## config.mk

```make
export PLATFORM = sky130hd
export DESIGN_NAME = alu_multicycle_flat
export DESIGN_NICKNAME = d
export VERILOG_FILES = /design/src/rtl/alu_multicycle_if.sv /design/src/rtl/alu_multicycle.sv /design/src/flat_wrapper.sv
export SDC_FILE = /design/constraint.sdc
export NUM_CORES = 1
export LEC_CHECK = 0
export ABC_AREA = 1
export CAP_MARGIN = 15
export CORE_ASPECT_RATIO = 0.5
export CORE_UTILIZATION = 39
export CTS_BUF_LIST = sky130_fd_sc_hd__clkbuf_4
export DETAILED_ROUTE_END_ITERATION = 10
export PLACE_DENSITY = 0.62
export REMOVE_ABC_BUFFERS = 1
export SYNTH_ARGS = -nofsm -noshare
export SYNTH_HDL_FRONTEND = slang
export SYNTH_SLANG_ARGS = --single-unit
```

## constraint.sdc

```tcl
create_clock -name inp_clk -period 4.18 [get_ports inp_clk]
set_input_delay 1.045 -clock inp_clk [delete_from_list [all_inputs] [get_ports inp_clk]]
set_output_delay 1.045 -clock inp_clk [all_outputs]
set_load 0.01 [all_outputs]
```

## src/rtl/alu_multicycle_if.sv

```systemverilog
// Request/response bundle between the execute-stage controller and alu_multicycle.
// The controller side is master; the ALU side is slave.
interface alu_multicycle_if #(
    parameter int WIDTH = 16
);
    logic             inp_start;
    logic [3:0]       inp_aluControl;
    logic [WIDTH-1:0] inp_data1;
    logic [WIDTH-1:0] inp_data2;
    logic             out_busy;
    logic             out_done;
    logic [WIDTH-1:0] out_resultAlu;
    logic             out_zero;
    logic             out_divz;

    modport master (
        output inp_start, inp_aluControl, inp_data1, inp_data2,
        input  out_busy, out_done, out_resultAlu, out_zero, out_divz
    );

    modport slave (
        input  inp_start, inp_aluControl, inp_data1, inp_data2,
        output out_busy, out_done, out_resultAlu, out_zero, out_divz
    );
endinterface

```

## src/rtl/alu_multicycle.sv

```systemverilog
// Handshaked integer ALU: eight single-cycle ops plus shift-add multiply and
// restoring divide that iterate one bit per cycle over a shared 2*WIDTH register.
module alu_multicycle #(
    parameter int WIDTH = 16,
    parameter int CNTW  = $clog2(WIDTH) + 1
) (
    input  logic              inp_clk,
    input  logic              inp_rst,
    alu_multicycle_if.slave   bus
);
    localparam logic [1:0] S_IDLE = 2'd0;
    localparam logic [1:0] S_MUL  = 2'd1;
    localparam logic [1:0] S_DIV  = 2'd2;
    localparam logic [1:0] S_DONE = 2'd3;

    logic [1:0]         state;
    logic [CNTW-1:0]    cnt;
    logic               sel_upper;   // op 9 / op 11: take the upper half of acc
    logic [WIDTH-1:0]   oper;        // multiplicand for MUL, divisor for DIV
    logic [2*WIDTH-1:0] acc;         // MUL: {partial, multiplier}; DIV: {remainder, dividend/quotient}
    logic [WIDTH-1:0]   result;
    logic               zero;
    logic               divz;

    logic               busy;
    logic               accept;
    logic [CNTW-1:0]    cnt_next;
    logic               last_iter;
    logic [WIDTH-1:0]   sc_result;
    logic               sc_divz;
    logic [WIDTH-1:0]   mul_addend;
    logic [WIDTH:0]     mul_sum;
    logic [2*WIDTH-1:0] mul_next;
    logic [WIDTH:0]     div_shifted;
    logic [WIDTH:0]     div_trial;
    logic [2*WIDTH-1:0] div_next;

    assign busy      = (state == S_MUL) || (state == S_DIV);
    assign accept    = bus.inp_start && !busy;
    assign cnt_next  = cnt + 1'b1;
    assign last_iter = (cnt_next == CNTW'(WIDTH));

    // NOTE: every combinational output gets a default first so no path infers a latch.
    always_comb begin
        sc_result = '0;
        sc_divz   = 1'b0;
        case (bus.inp_aluControl)
            4'd0:    sc_result = bus.inp_data1 + bus.inp_data2;
            4'd1:    sc_result = bus.inp_data1 - bus.inp_data2;
            4'd2:    sc_result = ~bus.inp_data1;
            4'd3:    sc_result = bus.inp_data1 << bus.inp_data2;
            4'd4:    sc_result = bus.inp_data1 >> bus.inp_data2;
            4'd5:    sc_result = bus.inp_data1 & bus.inp_data2;
            4'd6:    sc_result = bus.inp_data1 | bus.inp_data2;
            4'd7:    sc_result = {{(WIDTH-1){1'b0}}, (bus.inp_data1 < bus.inp_data2)};
            4'd10: begin
                sc_result = '1;
                sc_divz   = 1'b1;
            end
            4'd11: begin
                sc_result = bus.inp_data1;
                sc_divz   = 1'b1;
            end
            default: sc_result = '0;
        endcase
    end

    always_comb begin
        mul_addend  = acc[0] ? oper : '0;
        mul_sum     = {1'b0, acc[2*WIDTH-1:WIDTH]} + {1'b0, mul_addend};
        mul_next    = {mul_sum, acc[WIDTH-1:1]};
        // Restoring step: the remainder never exceeds the divisor, so WIDTH+1 bits suffice.
        div_shifted = {acc[2*WIDTH-1:WIDTH], acc[WIDTH-1]};
        div_trial   = div_shifted - {1'b0, oper};
        if (div_shifted >= {1'b0, oper})
            div_next = {div_trial[WIDTH-1:0], acc[WIDTH-2:0], 1'b1};
        else
            div_next = {div_shifted[WIDTH-1:0], acc[WIDTH-2:0], 1'b0};
    end

    // NOTE: sequential state uses non-blocking assignments so every register sees pre-edge values.
    always_ff @(posedge inp_clk) begin
        if (inp_rst) begin
            state     <= S_IDLE;
            cnt       <= '0;
            sel_upper <= 1'b0;
            oper      <= '0;
            acc       <= '0;
            result    <= '0;
            zero      <= 1'b1;
            divz      <= 1'b0;
        end else begin
            case (state)
                S_MUL, S_DIV: begin
                    acc <= (state == S_MUL) ? mul_next : div_next;
                    cnt <= cnt_next;
                    if (last_iter) begin
                        state <= S_DONE;
                        if (state == S_MUL) begin
                            result <= sel_upper ? mul_next[2*WIDTH-1:WIDTH] : mul_next[WIDTH-1:0];
                            zero   <= ((sel_upper ? mul_next[2*WIDTH-1:WIDTH] : mul_next[WIDTH-1:0]) == '0);
                        end else begin
                            result <= sel_upper ? div_next[2*WIDTH-1:WIDTH] : div_next[WIDTH-1:0];
                            zero   <= ((sel_upper ? div_next[2*WIDTH-1:WIDTH] : div_next[WIDTH-1:0]) == '0);
                        end
                        divz <= 1'b0;
                    end
                end
                default: begin
                    if (accept) begin
                        cnt       <= '0;
                        sel_upper <= bus.inp_aluControl[0];
                        if (bus.inp_aluControl == 4'd8 || bus.inp_aluControl == 4'd9) begin
                            oper  <= bus.inp_data1;
                            acc   <= {{WIDTH{1'b0}}, bus.inp_data2};
                            state <= S_MUL;
                        end else if ((bus.inp_aluControl == 4'd10 || bus.inp_aluControl == 4'd11)
                                     && bus.inp_data2 != '0) begin
                            oper  <= bus.inp_data2;
                            acc   <= {{WIDTH{1'b0}}, bus.inp_data1};
                            state <= S_DIV;
                        end else begin
                            result <= sc_result;
                            zero   <= (sc_result == '0);
                            divz   <= sc_divz;
                            state  <= S_DONE;
                        end
                    end else begin
                        state <= S_IDLE;
                    end
                end
            endcase
        end
    end

    assign bus.out_busy      = busy;
    assign bus.out_done      = (state == S_DONE);
    assign bus.out_resultAlu = result;
    assign bus.out_zero      = zero;
    assign bus.out_divz      = divz;
endmodule
```

## src/flat_wrapper.sv

```systemverilog
// flat-port wrapper written by rule: the top's interface ports become plain ports
module alu_multicycle_flat 
#(
    parameter int WIDTH = 16,
    parameter int CNTW  = $clog2(WIDTH) + 1
)
  (inp_clk, inp_rst, bus_inp_start, bus_inp_aluControl, bus_inp_data1, bus_inp_data2, bus_out_busy, bus_out_done, bus_out_resultAlu, bus_out_zero, bus_out_divz);
  alu_multicycle_if #(.WIDTH(WIDTH)) bus_i ();
  input  logic inp_clk;
  input  logic inp_rst;
  input wire logic [$bits(bus_i.inp_start)-1:0] bus_inp_start;
  input wire logic [$bits(bus_i.inp_aluControl)-1:0] bus_inp_aluControl;
  input wire logic [$bits(bus_i.inp_data1)-1:0] bus_inp_data1;
  input wire logic [$bits(bus_i.inp_data2)-1:0] bus_inp_data2;
  output wire logic [$bits(bus_i.out_busy)-1:0] bus_out_busy;
  output wire logic [$bits(bus_i.out_done)-1:0] bus_out_done;
  output wire logic [$bits(bus_i.out_resultAlu)-1:0] bus_out_resultAlu;
  output wire logic [$bits(bus_i.out_zero)-1:0] bus_out_zero;
  output wire logic [$bits(bus_i.out_divz)-1:0] bus_out_divz;
  assign bus_i.inp_start = bus_inp_start;
  assign bus_i.inp_aluControl = bus_inp_aluControl;
  assign bus_i.inp_data1 = bus_inp_data1;
  assign bus_i.inp_data2 = bus_inp_data2;
  assign bus_out_busy = bus_i.out_busy;
  assign bus_out_done = bus_i.out_done;
  assign bus_out_resultAlu = bus_i.out_resultAlu;
  assign bus_out_zero = bus_i.out_zero;
  assign bus_out_divz = bus_i.out_divz;
  alu_multicycle #(.WIDTH(WIDTH), .CNTW(CNTW)) u_core (.inp_clk(inp_clk), .inp_rst(inp_rst), .bus(bus_i));
endmodule
```

==> results.txt, run 1 <==
status = complete, no violations
LEAKAGE = 5.82 nW
Synth area leaders = nand2_1 (17%), dfxtp_1 (14%), ha_1 (10%)
number of synthesized flops with an enable pin = 0
Worst-Margin Slew = 0.912 ns
TritonCTS clock tree = done
top post-synthesis cells by count = nand2_1 (481), nand3_1 (205), inv_1 (186)
CP endpoint kind = flip-flop
CP Launch Type = primary input
first-pass GRT wire length = 67.0 mm
switching pwr = 0.00424 W
post-synthesis mux area share = 0%
Max stage delay on crit path = 0.57 ns
Design Area, Final = 12000 µm²
setup TNS = 0 ns
die span in x = 233 µm
PD cells = 611 nW/µm²
Syn-to-layout area delta = 15.6%
FFs w/ async S/R, synth = 0%
Final ANT Viol Nets = 0
Compound-Gate Fraction of Synth Area = 22.9%
# DRC = 0
RSZ-0062 raised after global routing = false
Fillers = 2905
Mean Syn Cell Area = 5.74 µm²
Pint = 0.00309 W
Setup Fix Bufs, Post-CTS = 0
synth unique cells = 53
H-tree depth = 3
Gate power share = 76.0%
Reg power frac = 16.4%
Tmin final = 3.70 ns
Critical-path top delay cell = clkdlybuf4s50_1
crit-path max FO = 4
Fmax = 271 MHz
CP required = 4.62 ns
worst rel slew slack = 39.2%
clk_skew = 0.0317 ns
final wirelength = 43.0 mm
Crit. path cell count = 19
Final GP Congestion = 1.06
Core Footprint = 25600 µm²
grt ovf = 0
Post-synth top flop = dfxtp_1
Initial DRC Count = 1562
period utilization = 88.4%
Ys Warns = 0
FF-to-FF Start = u_core.oper[8]$_SDFFE_PP0P_
Hold Buf Count CTS = 0
Clock Power Share = 7.6%
DPL Wire Length = 34.5 mm
Gates resized, CTS repair = 0
fraction of final layout cells sized beyond drive strength 1 = 8.76%
reg-to-reg endpoint = u_core.bus.out_zero$_SDFFE_PP1P_
Routed WL per cell = 19.1 µm
Reg clk slew, reported paths = 0.16 ns
post-synth top area cell = nand2_1
Hold Path Depth = 2
GRT Total Usage = 31.5%
worst path buffer plus inverter count = 3
Num CTS Buffers = 9
CTS Root Cell = clkbuf_4
vias = 12800
cell count of the worst reg-to-reg path = 19
clock sink count = 74
Yosys top cell area share = 17.4%
Switching Share = 57.9%
dpl cell area = 11800 µm²
final setup fails = 0
effective utilization at floorplan = 40.4%
critical path type = in2reg
register area share after synthesis = 14.3%
delay-heaviest family, CP = simple AND/OR/NAND/NOR gates
Place WS = 0.0646 ns
Setup WS post-layout = 0.483 ns
largest family of logic cells by synthesized area = simple AND/OR/NAND/NOR gates
simple-gate share of the synthesized area = 38.4%
adder-cell share of the synthesized area = 10.9%
vias per cell = 5.68
CP cell instances = clkdlybuf4s50_1, inv_1, ha_1, nor2_1, inv_1, nor2_1, nand3_1, or2_2, o211ai_1, a21oi_1, o21ai_0, nand3_1, nor2_1, nand2_1, nor2_1, nand3_2, nand2_1, nand2_1, nand2_1
Max IR drop VDD = 0.336 mV
DIE AREA = 27300 µm²
Fin. Hold Viols = 0
WHS Endpoint = u_core.bus.out_resultAlu[0]$_SDFFE_PP0P_
Gate Count Post-Synth = 1808
via count of the first global-routing pass = 11700
DIE HEIGHT = 117 µm
flops & latches, synth = 74
Row Count = 41
reg-to-reg slack, setup = 0.84 ns
initial antenna violation count = 1
TritonRoute pass-1 iters = 8
count leader, synth = nand2_1
Slew Limit Fails = 0
final net count = 2028
critical path arrival = 4.14 ns
Cell Area, Synth = 10400 µm²
Max Root-Sink Buffers = 2
# IOs = 59
largest net degree at the start of global routing = 56
port buffer count = 58
Clock Latency Late Sink = 0.48 ns
Worst Hold Class = reg2reg
maxcap violations = 0
min-delay src = u_core.bus.out_resultAlu[0]$_SDFFE_PP0P_
Post-Synth XOR/XNOR Area = 1.77%
-- flip-flops by register name, summed over array words and instances, names as in the netlist --
name                      flops
u_core.acc                   32
u_core.bus.out_resultAlu     16
u_core.oper                  16
u_core.cnt                    5
u_core.state                  2
u_core.bus.out_divz           1
u_core.bus.out_zero           1
u_core.sel_upper              1
-- placed cells by master, fill, tap and decap left out, drive strengths merged, types with 5 or more instances in the layout --
cell and count:
o21bai 9, clkdlybuf4s50 57, nand3 210, inv 190
a21oi 162, o22ai 10, a311oi 13, dfxtp 74
a2111oi 5, o21ai 142, nand2 491, nand4 23
nor3 13, or2 9, clkbuf 9, o221ai 6
nor2 168, nand3b 8, a211oi 5, o211ai 26
a31oi 22, buf 117, xnor2 8, ha 84
xor2 13
-- cell families after synthesis --
group                      count (synthesis)
adders and majority gates                 88
xor gates and xnor gates                  21
buffers and inverters                    282
and+or+nand+nor                          927
DFF                                       74
AOI/OAI and AO/OA                        416
-- area by class of cell --
cell class                 instances  area [µm²]  share of cell area, %
multi-input combinational       1452        7680                   64.0
tap                              344         430                   3.59
sequential                        74        1480                   12.4
clock inverter                     7        98.8                  0.824
antenna                            2        5.00                 0.0417
timing repair buffer             174        1520                   12.7
clock buffer                       9        67.6                  0.563
inverter                         190         713                   5.95
-- power groups by stage --
stage	Clock, W	Sequential, W	Combinational, W
global route	0.000601	0.00123	0.00620
detailed placement	0	0.00121	0.00546
floorplan	0	0.00120	0.00359
global placement	0	0.00121	0.00547
finish	0.000559	0.00120	0.00557
CTS	0.000567	0.00120	0.00549
-- worst max-delay path by stage --
stage                           from                          endpoint
6_report            bus_inp_data2[8]  u_core.bus.out_zero$_SDFFE_PP1P_
4_1_cts             bus_inp_data2[8]  u_core.bus.out_zero$_SDFFE_PP1P_
3_5_place_dp        bus_inp_data2[8]  u_core.bus.out_zero$_SDFFE_PP1P_
3_3_place_gp        bus_inp_data2[8]  u_core.bus.out_zero$_SDFFE_PP1P_
2_1_floorplan  bus_inp_aluControl[2]       u_core.oper[0]$_SDFFE_PP0P_
5_1_grt             bus_inp_data1[4]  u_core.bus.out_zero$_SDFFE_PP1P_
-- through the flow --
| stage | util (%) | total power, W | std cells | hold slack (ns) |
|---|---|---|---|---|
| detailed placement | 46.1 | 0.00667 | 2234 | 0.469 |
| global placement | 46.1 | 0.00668 | 2234 | 0.461 |
| floorplan | - | 0.00479 | 1716 | 0.450 |
| CTS | 46.7 | 0.00725 | 2250 | 0.490 |
| global route | 46.8 | 0.00803 | 2251 | 0.516 |
| finish | 46.8 | 0.00733 | 2252 | 0.487 |
-- tightest hold or removal path: cells and delay by family, from the launching register on --
family / cells / cell delay, ns
compound gates: 1 / 0.06
simple gates: 1 / 0.06
flops: 1 / 0.34
-- metal layers --
metal | up-vias | part of all wire [%] | wire [µm] | track usage [%]
met4 | 0 | 2.7 | 1160 | 9.27
met1 | 5851 | 48 | 20400 | 47.0
met3 | 70 | 8.4 | 3590 | 3.99
li1 | 6269 | - | - | -
met2 | 599 | 41 | 17800 | 46.2
met5 | - | 0 | 0 | 0
(Power assumes the default switching activity.)
==> inputs of run 2 (changes only) <==
- PLACE_DENSITY: 0.62 -> 0.64
- clock period: 4.18 -> 3.3 ns (I/O delays scaled with it)
==> run 2 against run 1 <==
  * First-iteration DRC count is 15% higher
  * Critical path type unchanged
  * Sequential share of layout area decreased by 1.2 points
  * Final area increased by 11%
  * Final cell count grew 6.7%
  * Combinational power rose by 34%
==> results.txt, run 2 (synthesis gave the netlist of run 1 again) <==
CP endpoint kind = flip-flop
most numerous cell on the critical path = nand2_1
DIE HEIGHT = 117 µm (unchanged)
max FFs per register = 32 (unchanged)
period utilization = 95.4%
Worst-Margin Slew = 0.881 ns (-0.0306 ns)
port buffer count = 58 (unchanged)
total power draw = 0.00968 W (+32%)
Worst Setup EP = u_core.bus.out_resultAlu[10]$_SDFFE_PP0P_
Clock Latency Late Sink = 0.48 ns (about the same)
vias per cell = 5.59 (-1.6%)
Final GP Congestion = 1.04 (-2.4%)
Place WS = -0.507 ns (-0.572 ns)
critical path arrival = 3.50 ns (-0.64 ns)
Initial DRC Count = 1800 (+15%)
# IOs = 59 (unchanged)
DPL Wire Length = 36.3 mm (+5.0%)
Max IR drop VDD = 0.435 mV (+29%)
GRT Total Usage = 32.2% (+0.79 points)
cell count of the worst reg-to-reg path = 20 (+1)
commonest non-fill, non-tap cell in the layout = nand2_1
Setup WS post-layout = 0.151 ns (-0.332 ns)
# DRC = 0 (unchanged)
FF-to-FF Start = u_core.oper[8]$_SDFFE_PP0P_
crit-path max FO = 6 (+2)
setup TNS = 0 ns (unchanged)
Final ANT Viol Nets = 0 (unchanged)
CP required = 3.65 ns (-0.97 ns)
largest net degree at the start of global routing = 48 (-14%)
Max stage delay on crit path = 0.47 ns (-0.10 ns)
commonest non-fill, non-tap cells in the layout = nand2_1 (479), buf_4 (261), nand3_1 (205), inv_1 (186), a21oi_1 (155)
maxcap violations = 0 (unchanged)
initial antenna violation count = 2 (+1)
H-tree depth = 3 (unchanged)
DIE AREA = 27300 µm² (unchanged)
Routed WL per cell = 18.6 µm (-2.7%)
Tmin final = 3.15 ns
Fillers = 2747 (-5.4%)
area taken by multi-input logic gates = 7820 µm² (+1.9%)
Post-Route Utilization = 51.7% (+5.0 points)
Fin. Hold Viols = 0 (unchanged)
Hold Buf Count CTS = 0 (unchanged)
TritonCTS clock tree = done
CP Launch Type = primary input
TritonRoute pass-1 iters = 7 (-1)
Reg with most FFs = u_core.acc
via count of the first global-routing pass = 12100 (+3.8%)
CTS Root Cell = clkbuf_4
clk_skew = 0.0261 ns (-0.00559 ns)
CP cell instances = clkdlybuf4s50_1, buf_4, ha_1, fa_2, nand3_1, nand2_1, nand2_1, a21oi_4, a21oi_1, or2_0, nand3_1, nand2_1, nor2_1, nand2_1, buf_4, o221ai_1, a21oi_1
Max Root-Sink Buffers = 2 (unchanged)
reg-to-reg endpoint = u_core.bus.out_zero$_SDFFE_PP1P_
effective utilization at floorplan = 40.4% (unchanged)
Critical Path Source = bus_inp_data1[0]
PD cells = 729 nW/µm² (+19%)
Row Count = 41 (unchanged)
fraction of final layout cells sized beyond drive strength 1 = 17.0% (+8.3 points)
RSZ-0062 raised after global routing = true
final net count = 2180 (+7.5%)
LEAKAGE = 6.57 nW (+13%)
Critical-path top delay cell = clkdlybuf4s50_1
status = complete, no violations
Reg clk slew, reported paths = 0.13 ns (-0.03 ns)
Fmax = 318 MHz
final wirelength = 44.6 mm (+3.8%)
first-pass GRT wire length = 68.4 mm (+2.0%)
final setup fails = 0 (unchanged)
Slew Limit Fails = 0 (unchanged)
grt ovf = 0 (unchanged)
Worst Hold Class = reg2reg
Num CTS Buffers = 9 (unchanged)
critical path type = in2reg
Core Footprint = 25600 µm² (unchanged)
vias = 13400 (+5.0%)
die span in x = 233 µm (unchanged)
register area = 1480 µm² (unchanged)
Syn-to-layout area delta = 28.0%
reg-to-reg slack, setup = 0.16 ns (-0.68 ns)
clock sink count = 74 (unchanged)
worst rel slew slack = 41.2% (+2.0 points)
[run 2: routing by layer]
metal  wire length, µm  part of all wire, %  global-route usage (%)
met5                 0                    0                       0
met3              4140                  9.3                    6.40
met1             20600                   46                    46.2
met2             18500                   41                    47.9
met4              1360                  3.0                    10.0
[run 2: through the flow]
stage               hold WS (ns)  instance area (µm²)  instances
CTS                        0.482                13100       2400
global route               0.496                13300       2402
global placement           0.454                13000       2385
detailed placement         0.464                13000       2385
finish                     0.478                13300       2402
floorplan                  0.450                 9870       1716
[run 2: where the power goes]
| part | switching (W) | internal [W] |
|---|---|---|
| combinational | 0.00479 | 0.00268 |
| clock | 0.000366 | 0.000310 |
| sequential | 0.000302 | 0.00122 |
| total | 0.00546 | 0.00422 |
[run 2: cell type report]
| class | count | share of cell area, % |
|---|---|---|
| Clock buffer | 10 | 0.566 |
| Clock inverter | 5 | 0.603 |
| Tap cell | 344 | 3.24 |
| Antenna cell | 1 | 0.0189 |
| Multi-Input combinational cell | 1452 | 58.9 |
| Timing Repair Buffer | 326 | 20.1 |
| Sequential cell | 74 | 11.2 |
| Inverter | 190 | 5.37 |
[run 2: repair_timing]
action                     CTS  global route
setup endpoints to repair    1            12
setup buffers                0             1
pin swaps                    0             6
resized for setup            1            49
hold endpoints to repair     0             0
[run 2: how the worst min path moves through the flow]
| stage | start | endpoint | slack, ns | cells past startpoint |
|---|---|---|---|---|
| 2_1_floorplan | u_core.cnt[4]$_SDFFE_PP0P_ | u_core.cnt[4]$_SDFFE_PP0P_ | 0.45 | 2 |
| 3_3_place_gp | u_core.bus.out_resultAlu[5]$_SDFFE_PP0P_ | u_core.bus.out_resultAlu[5]$_SDFFE_PP0P_ | 0.45 | 2 |
| 3_5_place_dp | u_core.bus.out_resultAlu[5]$_SDFFE_PP0P_ | u_core.bus.out_resultAlu[5]$_SDFFE_PP0P_ | 0.46 | 2 |
| 4_1_cts | u_core.bus.out_resultAlu[6]$_SDFFE_PP0P_ | u_core.bus.out_resultAlu[6]$_SDFFE_PP0P_ | 0.48 | 2 |
| 5_1_grt | u_core.bus.out_resultAlu[5]$_SDFFE_PP0P_ | u_core.bus.out_resultAlu[5]$_SDFFE_PP0P_ | 0.50 | 2 |
| 6_report | u_core.bus.out_resultAlu[6]$_SDFFE_PP0P_ | u_core.bus.out_resultAlu[6]$_SDFFE_PP0P_ | 0.48 | 2 |
[run 2: worst max-delay path, delay by kind of cell]
kind                     cells  cell delay [ns]
buffers and inverters        3             0.82
AO/OA/AOI/OAI                4             0.59
AND/OR/NAND/NOR              8             0.80
adder cells (fa/ha/maj)      2             0.46
